[config.mk]
export PLATFORM = sky130hd
export DESIGN_NAME = fetch_unit_flat
export DESIGN_NICKNAME = d
export VERILOG_FILES = /design/src/rtl/cpu_pkg.sv /design/src/rtl/fetch_unit_if.sv /design/src/rtl/fetch_unit.sv /design/src/flat_wrapper.sv
export SDC_FILE = /design/constraint.sdc
export NUM_CORES = 1
export LEC_CHECK = 0
export CORE_MARGIN = 3
export CORE_UTILIZATION = 40
export CTS_BUF_LIST = sky130_fd_sc_hd__clkbuf_2
export CTS_CLUSTER_SIZE = 24
export DETAILED_ROUTE_END_ITERATION = 16
export GPL_TIMING_DRIVEN = 0
export PLACE_DENSITY = 0.85
export SLEW_MARGIN = 40
export SYNTH_ARGS = -nofsm -noshare
export SYNTH_HDL_FRONTEND = slang
export SYNTH_SLANG_ARGS = --single-unit
[constraint.sdc]
create_clock -name clk -period 3.3 [get_ports clk]
set_input_delay 0.825 -clock clk [delete_from_list [all_inputs] [get_ports clk]]
set_output_delay 0.825 -clock clk [all_outputs]
set_load 0.05 [all_outputs]
[src/rtl/cpu_pkg.sv]
// Shared CPU definitions used by the fetch stage: widths, NOP encoding and fetch FSM states.
package cpu_pkg;

  localparam int XLEN       = 32;
  localparam int ILEN_BYTES = 4;

  localparam logic [XLEN-1:0] NOP_INST = 32'h0000_0013;

  typedef enum logic [1:0] {
    FS_REQ,
    FS_WAIT,
    FS_HOLD
  } fetch_state_t;

endpackage

[src/rtl/fetch_unit_if.sv]
// Fetch-stage bus: PC/redirect in, imem request/response, decode handshake, next-PC enable.
// if_exc exists only when FETCH_MISALIGN_CHECK_EN is defined.
interface fetch_unit_if;
  import cpu_pkg::*;

  logic [XLEN-1:0] pc;
  logic            redirect;
  logic            imem_req;
  logic [XLEN-1:0] imem_addr;
  logic            imem_ready;
  logic            imem_rvalid;
  logic [XLEN-1:0] imem_rdata;
  logic            if_valid;
  logic [XLEN-1:0] if_pc;
  logic [XLEN-1:0] if_inst;
  logic            id_ready;
  logic            pc_we;
`ifdef FETCH_MISALIGN_CHECK_EN
  logic            if_exc;
`endif

  modport master (
`ifdef FETCH_MISALIGN_CHECK_EN
    output if_exc,
`endif
    input  pc, redirect, imem_ready, imem_rvalid, imem_rdata, id_ready,
    output imem_req, imem_addr, if_valid, if_pc, if_inst, pc_we
  );

  modport slave (
`ifdef FETCH_MISALIGN_CHECK_EN
    input  if_exc,
`endif
    output pc, redirect, imem_ready, imem_rvalid, imem_rdata, id_ready,
    input  imem_req, imem_addr, if_valid, if_pc, if_inst, pc_we
  );

endinterface

[src/rtl/fetch_unit.sv]
// Single-outstanding instruction fetch stage between the PC register and decode.
// FETCH_MISALIGN_CHECK_EN: misaligned PCs skip the memory and present an exception to decode.
module fetch_unit
  import cpu_pkg::*;
(
  input logic          clk,
  input logic          rst,
  fetch_unit_if.master bus
);

`ifdef NOP_ON_RESET
  localparam logic [XLEN-1:0] RST_INST = NOP_INST;
`else
  localparam logic [XLEN-1:0] RST_INST = '0;
`endif

  fetch_state_t    state;
  logic            discard;
  logic            addr_held;
  logic [XLEN-1:0] addr_hold;
  logic [XLEN-1:0] req_addr;
  logic            misalign;
  logic            valid_q;
  logic            exc_q;
  logic [XLEN-1:0] pc_q;
  logic [XLEN-1:0] inst_q;

  // A pending request keeps its address even if the PC register moves underneath it.
  assign req_addr = addr_held ? addr_hold : bus.pc;

`ifdef FETCH_MISALIGN_CHECK_EN
  assign misalign   = (bus.pc[1:0] != 2'b00) && !addr_held;
  assign bus.if_exc = exc_q;
`else
  assign misalign   = 1'b0;
`endif

  assign bus.imem_req  = (state == FS_REQ) && !misalign;
  assign bus.imem_addr = req_addr;
  assign bus.if_valid  = valid_q;
  assign bus.if_pc     = pc_q;
  assign bus.if_inst   = inst_q;
  assign bus.pc_we     = (state == FS_HOLD) && bus.id_ready && !bus.redirect && !exc_q;

  always_ff @(posedge clk or posedge rst) begin
    if (rst) begin
      state     <= FS_REQ;
      discard   <= 1'b0;
      addr_held <= 1'b0;
      addr_hold <= '0;
      valid_q   <= 1'b0;
      exc_q     <= 1'b0;
      pc_q      <= '0;
      inst_q    <= RST_INST;
    end else begin
      case (state)
        FS_REQ: begin
          if (misalign) begin
            // A redirect means this PC is already stale; wait for the target instead.
            if (!bus.redirect) begin
              valid_q <= 1'b1;
              exc_q   <= 1'b1;
              pc_q    <= bus.pc;
              inst_q  <= '0;
              state   <= FS_HOLD;
            end
          end else if (bus.imem_ready) begin
            pc_q      <= req_addr;
            discard   <= bus.redirect || addr_held;
            addr_held <= 1'b0;
            state     <= FS_WAIT;
          end else if (bus.redirect && !addr_held) begin
            addr_held <= 1'b1;
            addr_hold <= bus.pc;
          end
        end
        FS_WAIT: begin
          if (bus.imem_rvalid) begin
            if (discard || bus.redirect) begin
              discard <= 1'b0;
              state   <= FS_REQ;
            end else begin
              inst_q  <= bus.imem_rdata;
              valid_q <= 1'b1;
              state   <= FS_HOLD;
            end
          end else if (bus.redirect) begin
            discard <= 1'b1;
          end
        end
        FS_HOLD: begin
          if (bus.redirect || bus.id_ready) begin
            valid_q <= 1'b0;
            exc_q   <= 1'b0;
            state   <= FS_REQ;
          end
        end
        default: state <= FS_REQ;
      endcase
    end
  end

  // Read data is only meaningful while a request is outstanding.
  a_rvalid_in_wait: assert property (@(posedge clk) disable iff (rst)
    bus.imem_rvalid |-> (state == FS_WAIT));

endmodule

[src/flat_wrapper.sv]
// flat-port wrapper written by rule: the top's interface ports become plain ports
module fetch_unit_flat import cpu_pkg::*;
  (clk, rst, bus_pc, bus_redirect, bus_imem_ready, bus_imem_rvalid, bus_imem_rdata, bus_id_ready, bus_imem_req, bus_imem_addr, bus_if_valid, bus_if_pc, bus_if_inst, bus_pc_we);
  fetch_unit_if bus_i ();
  input logic clk;
  input logic rst;
  input wire logic [$bits(bus_i.pc)-1:0] bus_pc;
  input wire logic [$bits(bus_i.redirect)-1:0] bus_redirect;
  input wire logic [$bits(bus_i.imem_ready)-1:0] bus_imem_ready;
  input wire logic [$bits(bus_i.imem_rvalid)-1:0] bus_imem_rvalid;
  input wire logic [$bits(bus_i.imem_rdata)-1:0] bus_imem_rdata;
  input wire logic [$bits(bus_i.id_ready)-1:0] bus_id_ready;
  output wire logic [$bits(bus_i.imem_req)-1:0] bus_imem_req;
  output wire logic [$bits(bus_i.imem_addr)-1:0] bus_imem_addr;
  output wire logic [$bits(bus_i.if_valid)-1:0] bus_if_valid;
  output wire logic [$bits(bus_i.if_pc)-1:0] bus_if_pc;
  output wire logic [$bits(bus_i.if_inst)-1:0] bus_if_inst;
  output wire logic [$bits(bus_i.pc_we)-1:0] bus_pc_we;
  assign bus_i.pc = bus_pc;
  assign bus_i.redirect = bus_redirect;
  assign bus_i.imem_ready = bus_imem_ready;
  assign bus_i.imem_rvalid = bus_imem_rvalid;
  assign bus_i.imem_rdata = bus_imem_rdata;
  assign bus_i.id_ready = bus_id_ready;
  assign bus_imem_req = bus_i.imem_req;
  assign bus_imem_addr = bus_i.imem_addr;
  assign bus_if_valid = bus_i.if_valid;
  assign bus_if_pc = bus_i.if_pc;
  assign bus_if_inst = bus_i.if_inst;
  assign bus_pc_we = bus_i.pc_we;
  fetch_unit u_core (.clk(clk), .rst(rst), .bus(bus_i));
endmodule
Yosys cells after proc, flatten, opt, wreduce, memory -nomap -nowiden
Index checks and enable logic that the tools add are counted.
Storage, ports and cells
  flip-flop bits (word level): 101
  bits of input ports: 70
  word-level logic and storage cells: 53
Operators by class
  equal/unequal tests: 8
  multiplexer cells: 17
  bitwise operators: 2
  reductions and logical operators: 19
Operators by type and width (count)
  $mux W32: 1
  $mux W1: 9
  $reduce_and A3 Y1: 3
  $mux W2: 4
  $ne A2 B2 Y1 const B: 4
  $reduce_and A4 Y1: 2
  $pmux W2 S3: 1
  $reduce_bool A2 Y1: 3
  $pmux W1 S2: 2
  $reduce_and A2 Y1: 2
  $logic_and A1 B1 Y1: 3
  $logic_or A1 B1 Y1: 3
  $ne A3 B2 Y1 const B: 1
  $ne A3 B3 Y1 const B: 1
  $eq A2 B1 Y1 const B: 1
  $eq A2 B2 Y1 const B: 1
  $logic_not A1 Y1: 2
  $logic_not A2 Y1: 1
  $not A1 Y1: 2

Depth between registers and ports, before layout
  depth after elaboration: 4
  depth in mapped cells: 6
  depth with buffers taken out: 3

Least setup slack after synthesis
OpenSTA, ideal clock, no wires.
  path type: input -> output
  start point: input bus_redirect
  end point: output bus_pc_we
  arrival time: 2.468 ns
  required time: 2.475 ns
  path slack: 0.007 ns
  cell stages on the path: 1
  path buffers: 0
  cells stage by stage: nor4b_1
Between the ends
  cells in the longest elaborated chain, start to end: 2
RTL lines
  start: declaration: RTL line flat_wrapper.sv:8  | input wire logic [$bits(bus_i.redirect)-1:0] bus_redirect;
  $logic_not A1 Y1: RTL line fetch_unit.sv:43  | assign bus.pc_we = (state == FS_HOLD) && bus.id_ready && !bus.redirect && !exc_q;
  $logic_and A1 B1 Y1: RTL line fetch_unit.sv:43
  end: declaration: RTL line flat_wrapper.sv:18  | output wire logic [$bits(bus_i.pc_we)-1:0] bus_pc_we;
Every way passes these cells.

Worst setup path after layout
  start point: input bus_pc[11]
  end point: output bus_imem_addr[11]
Between the ends
  cells in the longest elaborated chain, start to end: 1
RTL lines
  start: declaration: RTL line flat_wrapper.sv:7  | input wire logic [$bits(bus_i.pc)-1:0] bus_pc;
  $mux W32: RTL line fetch_unit.sv:29  | assign req_addr = addr_held ? addr_hold : bus.pc;
  end: declaration: RTL line flat_wrapper.sv:14  | output wire logic [$bits(bus_i.imem_addr)-1:0] bus_imem_addr;
Every way passes these cells.

==> impl_results.md <==
- CTS tree: yes
- HP Class: reg2reg
- Remaining Overflow, GRT: 0
- GRT Util Overall: 17.7%
- Core area: 10000 sq um
- Rel. slew slack: 57.8%
- Syn Inst Count: 265
- Residual DRC count: 0
- Syn Nets: 335
- Complex-gate fraction of the synthesized area: 1.04%
- Post-layout util: 62.9%
- Synth Area in XOR/XNOR: 0%
- Share of post-route cells with drive strength above 1: 36.2%
- RSZ-0062 raised after global routing: false
- Num rows: 36
- Fin. max-slew vios: 0
- Minimum clock period: 3.12 ns
- Worst-path clk slew: 0.29 ns
- Max rail drop VDD: 0.000684 V
- Maxcap violations: 0
- Hold Path Origin: u_core.addr_hold[9]
- Mux cell area share after synthesis: 34.1%
- First-pass GRT wire length: 16.0 mm
- Synth Area per Inst: 16.0 sq um
- CTS root buf: clkbuf_2
- Simple-Gate Fraction of Synth Area: 2.13%
- Largest net degree at the start of global routing: 27
- Initial core utilization: 42.1%
- DRT Pass-1 Iters: 4
- Die ar.: 11800 sq um
- Routed Antenna Nets: 0
- Required time worst endpoint: 2.47 ns
- DP Wirelength: 7.80 mm
- Period utilization: 94.6%
- Max Clock Skew: 0.0309 ns
- Static Leakage: 2.69 nW
- Launch point of the critical path: bus_pc[11]
- YS warnings: 0
- DRT Wirelength: 10.1 mm
- DR WL/cell: 17.1 um
- Initial antenna violation count: 0
- Layout Nets: 518
- Vias/cell: 4.83
- Post-synth cell types: 22
- Clk_lat worst skew: 0.52 ns
- Critical path arrival: 2.30 ns
- Final WS setup: 0.177 ns
- RD Place Congestion: 0.691
- Post-Synth Adder-Cell Area: 0%
- Clk sinks: 101
- Slew @ Worst Pin: 0.631 ns
- Die Y: 109 um
- Setup-failing EPs final: 0
- Fmax: 320 MHz
- Post-synthesis sequential area ratio: 59.8%
- Seq cells post-synth: 101
- DP Cell Count: 570
- Die Wd: 109 um
- Startpoint types: primary input
- Total CTS buffers: 9
- Final Hold Viols: 0
- Max clock buf depth: 2
- R2R Path Start: u_core.state[0]
- CP endpoint kind: output pin
- Critical path type: in2out
- Port Buffers: 168
- Worst Setup Slack post-DPL: -0.0360 ns
- Crit path max fanout: 2
- # Post-CTS Setup Buffers: 0
- Non-Filler Instances: 587
- Combinational family with the most area after synthesis: multiplexers
- PwrDens: 1150 nW/um^2
- Status: finished, final reports clean
- Post-Syn Area: 4230 sq um
- IO Pins: 169
- Initial DRC Count: 109
- Area Overhead vs Synth: 49.4%
- DR vias: 2834
- Vias in the first global route: 3103
- H-tree Lvls: 3
[Yosys cell counts, drive strengths merged]
library cell | n | area [sq um]
mux2 | 128 | 1440
dfrtp | 101 | 2530
buf | 14 | 115
nor2 | 4 | 17.5
inv | 3 | 11.3
a211oi | 2 | 15.0
nand2 | 2 | 7.51
a21o | 1 | 7.51
and2 | 1 | 6.26
and2b | 1 | 8.76
and3 | 1 | 6.26
nand3 | 1 | 17.5
nor3 | 1 | 5.00
nor3b | 1 | 12.5
nor4b | 1 | 8.76
o21ai | 1 | 5.00
o31ai | 1 | 7.51
o41ai | 1 | 8.76
[layer usage]
metal	global-route usage (%)	wire length, um
met5	0	0
met4	4.87	92
met3	5.68	876
met2	30.9	4970
met1	20.9	4120
[power breakdown]
part           total [mW]  switching [mW]  internal [mW]  leakage, nW
combinational        4.39            2.76           1.63         1.39
clock               0.754           0.417          0.337       0.0947
sequential           2.15           0.304           1.84         1.21
total                7.30            3.48           3.81         2.69
[area by class of cell]
type | count | area, sq um
buffer | 14 | 115
clock buffer | 10 | 50.0
antenna | 1 | 2.50
sequential | 101 | 2530
tap | 133 | 166
inverter | 3 | 15.0
fill | 784 | 3730
timing repair buffer | 172 | 1750
clock inverter | 6 | 118
multi-input combinational | 147 | 1580
[timing repair]
| action | CTS | global route |
|---|---|---|
| endpoints found under the setup margin | 29 | 0 |
| resized for setup | 29 | 0 |
| hold buffers | 0 | 0 |
[placed cells by master (no fill, tap or decap), types with 2 or more instances in the layout]
cell and n:
buf_4 3, clkdlybuf4s50_1 139, bufinv_16 3, a211oi_1 2, nand2_1 2, mux2_1 3, clkbuf_2 10, mux2_2 125
buf_2 5, dlygate4sd2_1 29, buf_6 6, nor2_1 3, dfrtp_1 101, inv_1 2, clkinvlp_4 2, buf_16 3
[metrics by stage]
step / instance area [sq um] / setup TNS, ns / power, mW / hold slack (ns)
2_1_floorplan: 4230 / 0 / 5.19 / 0.452
3_3_place_gp: 6080 / -0.0357 / 6.60 / 0.463
3_5_place_dp: 6180 / -0.0360 / 6.72 / 0.476
4_1_cts: 6310 / 0 / 7.38 / 0.513
5_1_grt: 6310 / 0 / 7.67 / 0.473
6_report: 6320 / 0 / 7.30 / 0.526
[worst max-delay path: stages]
cell and delay, ns:
clkdlybuf4s50_1 0.49, mux2_2 0.17, clkdlybuf4s50_1 0.81
[registers in the layout, indices dropped and copies added (netlist names)]
name                 flops
u_core.bus.if_pc        32
u_core.discard           1
u_core.addr_held         1
u_core.state             2
u_core.bus.if_valid      1
u_core.addr_hold        32
u_core.bus.if_inst      32
[logic make-up (layout without fill, tap and decap cells)]
logic type	after synthesis	after routing
other	0	1
AND/OR/NAND/NOR	13	13
AO/OA/AOI/OAI	6	6
flip-flops	101	101
buffers and inverters	17	205
multiplexers	128	128
[final timing paths]
path	endpoint	slack (ns)	cells after the start
worst max-delay path	bus_imem_addr[11]	0.18	3
worst min-delay path	u_core.addr_hold[9]	0.53	1
worst max register to register	u_core.bus.if_pc[1]	1.43	3
worst min register to register	u_core.addr_hold[9]	0.53	1
max in group asynchronous	u_core.bus.if_inst[16]	2.06	4
min in group asynchronous	u_core.bus.if_inst[9]	0.57	2
No activity file was read; power rests on OpenSTA's default activity.
